**src/rtl/hilo_ctrl_pkg.sv**
```systemverilog
// Shared MDU control codes, FSM state encoding and helpers for the HI/LO sequencer.
package hilo_ctrl_pkg;

  localparam logic [4:0] MULT_CONTROL  = 5'b11000;
  localparam logic [4:0] MULTU_CONTROL = 5'b11001;
  localparam logic [4:0] DIV_CONTROL   = 5'b11010;
  localparam logic [4:0] DIVU_CONTROL  = 5'b11011;

  localparam int unsigned CtrlW = 5;
  localparam int unsigned CntW  = 6;
  localparam logic [CntW-1:0] CntMax = '1;

  typedef enum logic [1:0] {
    StIdle = 2'd0,
    StBusy = 2'd1,
    StDone = 2'd2
  } state_e;

  typedef struct packed {
    logic [31:0] hi;
    logic [31:0] lo;
  } hilo_t;

  function automatic logic is_mdu_code(input logic [CtrlW-1:0] ctrl);
    logic hit;
    hit = 1'b0;
    unique case (ctrl)
      MULT_CONTROL, MULTU_CONTROL, DIV_CONTROL, DIVU_CONTROL: hit = 1'b1;
      default: hit = 1'b0;
    endcase
    return hit;
  endfunction

endpackage

```
**src/rtl/hilo_ctrl_if.sv**
```systemverilog
// Pipeline/MDU/WB signal bundle of the HI/LO sequencer; slave is the sequencer side.
interface hilo_ctrl_if;
  import hilo_ctrl_pkg::*;

  logic             ex_valid;
  logic [CtrlW-1:0] ex_control;
  logic             flush;
  logic             mdu_ready;
  logic [63:0]      mdu_result;
  logic [CtrlW-1:0] mdu_control;
  logic             mdu_en;
  logic             mdu_clear;
  logic             stall;
  logic             wb_hi_we;
  logic             wb_lo_we;
  logic [31:0]      wb_wdata;
  logic [31:0]      rd_hi;
  logic [31:0]      rd_lo;
  logic [CntW-1:0]  busy_cycles;

  modport slave (
    input  ex_valid, ex_control, flush, mdu_ready, mdu_result,
    input  wb_hi_we, wb_lo_we, wb_wdata,
    output mdu_control, mdu_en, mdu_clear, stall, rd_hi, rd_lo, busy_cycles
  );

  modport master (
    output ex_valid, ex_control, flush, mdu_ready, mdu_result,
    output wb_hi_we, wb_lo_we, wb_wdata,
    input  mdu_control, mdu_en, mdu_clear, stall, rd_hi, rd_lo, busy_cycles
  );

endinterface

```
**src/rtl/hilo_regs.sv**
```systemverilog
// Architectural HI/LO pair: MDU commit beats MTHI/MTLO, which beat hold.
// Define HILO_FWD_EN to bypass a same-cycle MTHI/MTLO write onto the read ports.
module hilo_regs
  import hilo_ctrl_pkg::*;
(
  input  logic        clk,
  input  logic        rst,
  input  logic        commit,
  input  hilo_t       commit_data,
  input  logic        wb_hi_we,
  input  logic        wb_lo_we,
  input  logic [31:0] wb_wdata,
  output logic [31:0] rd_hi,
  output logic [31:0] rd_lo
);

  logic [31:0] hi_q, hi_d;
  logic [31:0] lo_q, lo_d;

  // The MDU op is younger than the WB instruction, so its commit overrides both halves.
  always_comb begin
    hi_d = hi_q;
    lo_d = lo_q;
    if (commit) begin
      hi_d = commit_data.hi;
      lo_d = commit_data.lo;
    end else begin
      if (wb_hi_we) hi_d = wb_wdata;
      if (wb_lo_we) lo_d = wb_wdata;
    end
  end

  always_ff @(posedge clk or negedge rst) begin
    if (!rst) begin
      hi_q <= '0;
      lo_q <= '0;
    end else begin
      hi_q <= hi_d;
      lo_q <= lo_d;
    end
  end

`ifdef HILO_FWD_EN
  always_comb begin
    rd_hi = (wb_hi_we && !commit) ? wb_wdata : hi_q;
    rd_lo = (wb_lo_we && !commit) ? wb_wdata : lo_q;
  end
`else
  // Without the bypass the hazard unit interlocks MF* behind MT* in WB.
  always_comb begin
    rd_hi = hi_q;
    rd_lo = lo_q;
  end
`endif

endmodule

```
**src/rtl/hilo_ctrl.sv**
```systemverilog
// MDU sequencer: starts MULT/DIV ops from EX, stalls until ready, commits into HI/LO.
module hilo_ctrl
  import hilo_ctrl_pkg::*;
(
  input logic        clk,
  input logic        rst,
  hilo_ctrl_if.slave bus
);

  state_e           state_q;
  logic [CtrlW-1:0] op_q;
  logic [CntW-1:0]  busy_q;

  logic is_op;
  logic start;
  logic commit;

  assign is_op  = bus.ex_valid && is_mdu_code(bus.ex_control);
  assign start  = (state_q == StIdle) && is_op && !bus.flush;
  assign commit = (state_q == StBusy) && !bus.flush && bus.mdu_ready;

  always_ff @(posedge clk or negedge rst) begin
    if (!rst) begin
      state_q <= StIdle;
      op_q    <= '0;
      busy_q  <= '0;
    end else begin
      unique case (state_q)
        StIdle: begin
          if (start) begin
            state_q <= StBusy;
            op_q    <= bus.ex_control;
            busy_q  <= '0;
          end
        end
        StBusy: begin
          // Only cycles that actually hold the pipeline are counted.
          if (bus.flush) begin
            state_q <= StIdle;
          end else if (bus.mdu_ready) begin
            state_q <= StDone;
          end else if (busy_q != CntMax) begin
            busy_q <= busy_q + CntW'(1);
          end
        end
        StDone:  state_q <= StIdle;
        default: state_q <= StIdle;
      endcase
    end
  end

  always_comb begin
    bus.mdu_control = '0;
    bus.mdu_en      = 1'b0;
    bus.stall       = 1'b0;
    unique case (state_q)
      StIdle: begin
        bus.mdu_control = is_op ? bus.ex_control : '0;
        bus.mdu_en      = is_op;
        bus.stall       = is_op && !bus.flush;
      end
      StBusy: begin
        bus.mdu_control = op_q;
        bus.mdu_en      = 1'b1;
        bus.stall       = !bus.mdu_ready && !bus.flush;
      end
      // Control drops to zero for one cycle so the MDU releases its claim.
      StDone: bus.stall = is_op;
      default: ;
    endcase
  end

  assign bus.mdu_clear   = bus.flush;
  assign bus.busy_cycles = busy_q;

  hilo_regs u_hilo_regs (
    .clk         (clk),
    .rst         (rst),
    .commit      (commit),
    .commit_data (bus.mdu_result),
    .wb_hi_we    (bus.wb_hi_we),
    .wb_lo_we    (bus.wb_lo_we),
    .wb_wdata    (bus.wb_wdata),
    .rd_hi       (bus.rd_hi),
    .rd_lo       (bus.rd_lo)
  );

  assert property (@(posedge clk) disable iff (!rst) commit |=> state_q == StDone);
  assert property (@(posedge clk) disable iff (!rst) state_q == StDone |=> state_q == StIdle);

endmodule

```
**src/flat_wrapper.sv**
```systemverilog
// flat-port wrapper written by rule: the top's interface ports become plain ports
module hilo_ctrl_flat import hilo_ctrl_pkg::*;
  (clk, rst, bus_ex_valid, bus_ex_control, bus_flush, bus_mdu_ready, bus_mdu_result, bus_wb_hi_we, bus_wb_lo_we, bus_wb_wdata, bus_mdu_control, bus_mdu_en, bus_mdu_clear, bus_stall, bus_rd_hi, bus_rd_lo, bus_busy_cycles);
  hilo_ctrl_if bus_i ();
  input logic clk;
  input logic rst;
  input wire logic [$bits(bus_i.ex_valid)-1:0] bus_ex_valid;
  input wire logic [$bits(bus_i.ex_control)-1:0] bus_ex_control;
  input wire logic [$bits(bus_i.flush)-1:0] bus_flush;
  input wire logic [$bits(bus_i.mdu_ready)-1:0] bus_mdu_ready;
  input wire logic [$bits(bus_i.mdu_result)-1:0] bus_mdu_result;
  input wire logic [$bits(bus_i.wb_hi_we)-1:0] bus_wb_hi_we;
  input wire logic [$bits(bus_i.wb_lo_we)-1:0] bus_wb_lo_we;
  input wire logic [$bits(bus_i.wb_wdata)-1:0] bus_wb_wdata;
  output wire logic [$bits(bus_i.mdu_control)-1:0] bus_mdu_control;
  output wire logic [$bits(bus_i.mdu_en)-1:0] bus_mdu_en;
  output wire logic [$bits(bus_i.mdu_clear)-1:0] bus_mdu_clear;
  output wire logic [$bits(bus_i.stall)-1:0] bus_stall;
  output wire logic [$bits(bus_i.rd_hi)-1:0] bus_rd_hi;
  output wire logic [$bits(bus_i.rd_lo)-1:0] bus_rd_lo;
  output wire logic [$bits(bus_i.busy_cycles)-1:0] bus_busy_cycles;
  assign bus_i.ex_valid = bus_ex_valid;
  assign bus_i.ex_control = bus_ex_control;
  assign bus_i.flush = bus_flush;
  assign bus_i.mdu_ready = bus_mdu_ready;
  assign bus_i.mdu_result = bus_mdu_result;
  assign bus_i.wb_hi_we = bus_wb_hi_we;
  assign bus_i.wb_lo_we = bus_wb_lo_we;
  assign bus_i.wb_wdata = bus_wb_wdata;
  assign bus_mdu_control = bus_i.mdu_control;
  assign bus_mdu_en = bus_i.mdu_en;
  assign bus_mdu_clear = bus_i.mdu_clear;
  assign bus_stall = bus_i.stall;
  assign bus_rd_hi = bus_i.rd_hi;
  assign bus_rd_lo = bus_i.rd_lo;
  assign bus_busy_cycles = bus_i.busy_cycles;
  hilo_ctrl u_core (.clk(clk), .rst(rst), .bus(bus_i));
endmodule
```
**config.mk**
```make
export PLATFORM = sky130hd
export DESIGN_NAME = hilo_ctrl_flat
export DESIGN_NICKNAME = d
export VERILOG_FILES = /design/src/rtl/hilo_ctrl_pkg.sv /design/src/rtl/hilo_ctrl_if.sv /design/src/rtl/hilo_regs.sv /design/src/rtl/hilo_ctrl.sv /design/src/flat_wrapper.sv
export SDC_FILE = /design/constraint.sdc
export NUM_CORES = 1
export LEC_CHECK = 0
export ABC_AREA = 1
export BUFFER_PORTS_ARGS = -buffer_cell sky130_fd_sc_hd__buf_2
export CORE_ASPECT_RATIO = 1.2
export CORE_MARGIN = 4
export CORE_UTILIZATION = 49
export CTS_BUF_LIST = sky130_fd_sc_hd__clkbuf_16
export CTS_CLUSTER_SIZE = 28
export DETAILED_ROUTE_END_ITERATION = 10
export PLACE_DENSITY = 0.85
export SYNTH_ARGS = -nofsm -noshare
export SYNTH_HDL_FRONTEND = slang
export SYNTH_HIERARCHICAL = 1
export SYNTH_SLANG_ARGS = --single-unit
```
**constraint.sdc**
```tcl
create_clock -name clk -period 3.87 [get_ports clk]
set_clock_uncertainty 0.1 [all_clocks]
set_input_delay 0.774 -clock clk [delete_from_list [all_inputs] [get_ports clk]]
set_output_delay 0.774 -clock clk [all_outputs]
set_load 0.02 [all_outputs]
```
Yosys cells after proc, flatten, opt, wreduce, memory -nomap -nowiden
Cells that the tools add are included.
{"block": "op_classes", "addsub": 1, "eq_ne": 12, "mux": 18, "reduce_logical": 17}
{"op": "$mux W32", "n": 4}
{"op": "$mux W6", "n": 4}
{"op": "$eq A5 B5 Y1 const B", "n": 4}
{"op": "$pmux W6 S2", "n": 1}
{"op": "$pmux W5 S2", "n": 1}
{"op": "$logic_and A1 B1 Y1", "n": 7}
{"op": "$add A6 B1 Y6 const B", "n": 1}
{"op": "$mux W2", "n": 3}
{"op": "$ne A2 B2 Y1 const B", "n": 3}
{"op": "$ne A6 B6 Y1 const B", "n": 1}
{"op": "$reduce_bool A2 Y1", "n": 3}
{"op": "$mux W5", "n": 1}
{"op": "$reduce_and A5 Y1", "n": 1}
{"op": "$pmux W2 S2", "n": 1}
{"op": "$reduce_and A2 Y1", "n": 2}
{"op": "$reduce_or A4 Y1", "n": 1}
{"op": "$ne A3 B3 Y1 const B", "n": 1}
{"op": "$pmux W1 S3", "n": 1}
{"op": "$eq A2 B1 Y1 const B", "n": 1}
{"op": "$eq A2 B2 Y1 const B", "n": 1}
{"op": "$logic_not A1 Y1", "n": 2}
{"op": "$logic_not A2 Y1", "n": 1}
{"op": "$ne A2 B1 Y1 const B", "n": 1}
{"op": "$pmux W1 S2", "n": 1}
{"op": "$mux W1", "n": 1}
{"block": "word_totals", "ff_bits": 77, "input_bits": 108, "elab_cells": 53}

Depth between registers and ports, before layout
{"block": "logic_depth", "depth_word": 8, "depth_mapped": 8, "ltp_nobuf": 8}

By module
The synthesis kept the hierarchy.
{"module": "hilo_regs", "instances": 1, "cells_each": 350, "area_per_inst_um2": 2854.0}
{"module": "hilo_ctrl", "instances": 1, "cells_each": 115, "area_per_inst_um2": 825.8}

Least setup slack after synthesis
Ideal clock, no wire load.
{"block": "synth_path", "path_kind": "input-to-output", "startpoint": "input port bus_ex_control[2]", "endpoint": "output port bus_mdu_control[0]", "arrival_ps": 1630, "required_time_ps": 2996, "setup_slack_ps": 1366, "path_stages": 5, "path_cell_list": "inv_1 -> nand2_1 -> nor2_8 -> nand2_1 -> o21ai_0"}
{"block": "synth_between", "elab_chain_cells": 6, "elab_cells_between_ends": 9, "classes_between": "4 x eq/ne; 3 x mux; 2 x reduce/logical"}
{"element": "start: declaration", "line": "flat_wrapper.sv:8", "text": "input wire logic [$bits(bus_i.ex_control)-1:0] bus_ex_control;"}
{"element": "$eq A5 B5 Y1", "line": "hilo_ctrl_pkg.sv:27", "text": "unique case (ctrl)"}
{"element": "$reduce_or A4 Y1 *", "line": "hilo_ctrl_pkg.sv:27"}
{"element": "$mux W1 *", "line": "hilo_ctrl_pkg.sv:27"}
{"element": "$logic_and A1 B1 Y1 *", "line": "hilo_ctrl.sv:18", "text": "assign is_op = bus.ex_valid && is_mdu_code(bus.ex_control);"}
{"element": "$mux W5 *", "line": "hilo_ctrl.sv:58", "text": "bus.mdu_control = is_op ? bus.ex_control : '0;"}
{"element": "$pmux W5 S2 *", "line": "hilo_ctrl.sv:56", "text": "unique case (state_q)"}
{"element": "end: declaration", "line": "flat_wrapper.sv:15", "text": "output wire logic [$bits(bus_i.mdu_control)-1:0] bus_mdu_control;"}
Mark *: on every way between the ends. The rest lies on a longest branch, timed or not.

Final worst setup path
{"block": "layout_path", "startpoint": "input port bus_flush", "endpoint": "register u_core.u_hilo_regs.lo_q[22] (netlist: u_core/u_hilo_regs/rd_lo[22])"}
{"block": "layout_between", "elab_chain_cells": 4, "elab_cells_between_ends": 5, "classes_between": "1 x mux; 4 x reduce/logical"}
{"element": "start: declaration", "line": "flat_wrapper.sv:9", "text": "input wire logic [$bits(bus_i.flush)-1:0] bus_flush;"}
{"element": "$logic_not A1 Y1 *", "line": "hilo_ctrl.sv:20", "text": "assign commit = (state_q == StBusy) && !bus.flush && bus.mdu_ready;"}
{"element": "$logic_and A1 B1 Y1 * (2 in series)", "line": "hilo_ctrl.sv:20"}
{"element": "named net u_core.commit", "line": "hilo_ctrl.sv:16", "text": "logic commit;"}
{"element": "$mux W32 or $reduce_bool A2 Y1 (tied branches)"}
{"element": "end signal: assignment", "line": "hilo_regs.sv:39", "text": "lo_q <= lo_d;"}
{"element": "end: declaration", "line": "hilo_regs.sv:18", "text": "logic [31:0] lo_q, lo_d;"}
The timed path passes the listed nets; every way through them passes the cells marked *.
A chain may end at the register's enable or synchronous reset.

==> impl_metrics.csv <==
group,metric,value,unit
clocking,cts_buffers,9,
cells_and_area,final_cell_mix,"buf_2, nand2_1, nand3_1, dfrtp_1, inv_1",
die,rows,34,
yosys,netlist_instances,465,
clocking,cts_resized,0,
clocking,clk-insertion-delay-late,0.31,ns
die,start_util,50.6,%
outcome,status,"complete, no violations",
detailed_routing,ant_nets,0,
worst_setup_path,critical_path_arrival,2.64,ns
yosys,yosysWarnings,6,
timing,grt_setup_unrepaired,"false",
cells_and_area,final_cells,729,
yosys,synth_top_area_share,52.4,%
power,p_clk_share,40.1,%
detailed_routing,first_pass_iters,6,
worst_hold_path,worstHoldPathCells,2,
detailed_routing,drt-met1-wl,4200,um
power,power_leakage,2.70,nW
yosys,syn_nets,574,
power,internal_power,0.00156,W
worst_setup_path,cp_slowest_cell,"inv_2",
power,sw_frac_of_total,26.9,%
worst_setup_path,path_buf_inv,3,
power,seqPwrFrac,43.0,%
timing,finalCritPeriodShare,66.0,%
grt,grt_max_degree,78,
clocking,post-cts-setup-buffers,0,
clocking,clock_sink_count,77,
timing,whs,0.360,ns
yosys,ys_types,23,
power,p_sw,0.000573,W
yosys,syn_avg_cell_area,7.91,um2
placement,dp_cells,714,
placement,portBuffers,185,
power,peakVddDrop,0.263,mV
worst_setup_path,path_cells,"buf_2 > inv_1 > nand2_1 > nor2_4 > inv_2 > nand3_1 > nand3_1",
grt,antenna_found_initial,0,
clocking,ctsLongestPathBuffers,2,
grt,grt.total_usage,24.8,%
yosys,synth_top_area_cell,"dfrtp_1",
cells_and_area,syn_to_final_growth,33.7,%
worst_setup_path,critPathLaunchType,"primary input",
worst_setup_path,crit_type,"primary input to register",
worst_setup_path,required,3.96,ns
power,pwr-share-comb,16.9,%
detailed_routing,wire_per_inst,15.1,um
yosys,synth_area_leaders,"dfrtp_1, nand3_1, nand2_1",
detailed_routing,drc_errors,0,
timing,slew_violations,0,
die,io_pins,186,
detailed_routing,initialDrtViolationCount,251,
detailed_routing,met2_length,5650,um
timing,worst_pin_slew,1.01,ns
clocking,clkTransAtPathRegs,0.06,ns
worst_setup_path,slowest_delay,0.59,ns
worst_setup_path,path_delay_family,"simple AND/OR/NAND/NOR gates",
timing,hold_viol,0,
worst_setup_path,path_common_cell,"nand3_1",
worst_setup_path,worstRegToRegCells,6,
clocking,h-tree-depth,3,
yosys,synth-seq-cells,77,
power,power,0.00213,W
worst_setup_path,regToRegSetupSlack,1.36,ns
detailed_routing,routed.top_layer,"met4",
timing,tns,0,ns
detailed_routing,vias,3920,
die,die_area,8970,um2
clocking,cts_tree,"yes",
clocking,root_buffer,"clkbuf_16",
cells_and_area,final_common_cell,"buf_2",
grt,grt_pass1_wl,17700,um
grt,grt_pass1_vias,3863,
die,die_w,87.1,um
die,coreArea,7270,um2
clocking,cts.hold.buffers_added,0,
detailed_routing,drt-total-wl,11000,um
worst_setup_path,end_kind,"register",
power,p_per_area,433,nW/um2
die,die-height,103,um
placement,place.gp.congestion,0.825,
timing,fmax,392,MHz
grt,globalRoute.totalOverflow,0,
run,cap_violations,0,
yosys,synth_area,3680,um2
timing,period_needed,2.55,ns
worst_setup_path,crit_cells,7,
timing,finalSetupViolCount,0,
detailed_routing,dr_wl_met3,951,um
timing,relSlewSlack,32.4,%
detailed_routing,vias_per_cell,5.38,
worst_hold_path,hp-class,"register to register",
yosys,ys_seq_area_share,52.4,%
worst_setup_path,crit_fanout,64,
placement,dp_hpwl,8020,um
cells_and_area,drive_above_1_share,33.6,%
cells_and_area,diodes,0,
cells_and_area,nets,744,
[kinds of logic (layout without fill, tap and decap cells)]
kind of cell / Yosys count / after routing / share of synthesized area, %
DFF: 77 / 77 / 52.4
and+or+nand+nor: 332 / 332 / 40.3
adders and majority gates: 1 / 1 / 0.340
AOI/OAI and AO/OA: 9 / 9 / 1.46
buffers and inverters: 46 / 220 / 5.51
[power groups by stage]
stage	Combinational, W	Clock, W	Sequential [W]
floorplan	0.000108	0	0.00101
detailed placement	0.000365	0	0.000929
global route	0.000396	0.000902	0.000924
finish	0.000361	0.000854	0.000917
global placement	0.000357	0	0.000928
CTS	0.000364	0.000867	0.000917
[registers in the layout, summed over array words and instances (netlist names)]
register and count:
u_core/u_hilo_regs/rd_lo 32, u_core/op_q 5, u_core/u_hilo_regs/rd_hi 32, u_core/bus.busy_cycles 6
u_core/state_q 2
[worst reg2reg max path: stages, from the launching register on]
cell     delay (ns)
dfrtp_1        0.45
inv_2          0.10
nand2_2        0.18
nor2_4         0.58
inv_2          0.59
nand3_1        0.28
nand3_1        0.10
[per-stage QoR]
step	worst slack [ns]	area, um2	utilization (%)
floorplan	1.37	3680	-
global placement	1.13	4620	63.5
detailed placement	1.08	4620	63.5
CTS	1.36	4920	67.6
global route	1.18	4920	67.6
finish	1.32	4920	67.6
[final timing paths]
path / start / endpoint
max: bus_flush / u_core/u_hilo_regs/rd_lo[22]$_DFFE_PN0P_
min: u_core/op_q[3]$_DFFE_PN0P_ / u_core/op_q[3]$_DFFE_PN0P_
max reg2reg: u_core/state_q[1]$_DFFE_PN0P_ / u_core/u_hilo_regs/rd_lo[22]$_DFFE_PN0P_
min reg2reg: u_core/op_q[3]$_DFFE_PN0P_ / u_core/op_q[3]$_DFFE_PN0P_
max in group asynchronous: rst / u_core/u_hilo_regs/rd_lo[9]$_DFFE_PN0P_
min in group asynchronous: rst / u_core/u_hilo_regs/rd_hi[3]$_DFFE_PN0P_
[routing by layer]
metal  up-vias  GRT usage (%)
li1       1861              -
met1      1849           31.1
met2       193           42.4
met3        17           5.12
met4         0           8.97
met5         -              0
[synth_stat cells, drive strengths merged]
master and n:
nand2 171, nand3 140, dfrtp 77, nor2 20, buf 19, inv 17
clkbuf 10, o21ai 7, a21boi 1, ha 1, nor3b 1, o21bai 1
[final cells by class]
type | count | area (um2)
tap | 90 | 113
clock buffer | 9 | 225
timing repair buffer | 188 | 951
clock inverter | 6 | 78.8
sequential | 77 | 1930
fill | 611 | 2350
inverter | 17 | 63.8
multi-input combinational | 342 | 1560
No activity file was read; power rests on OpenSTA's default activity.
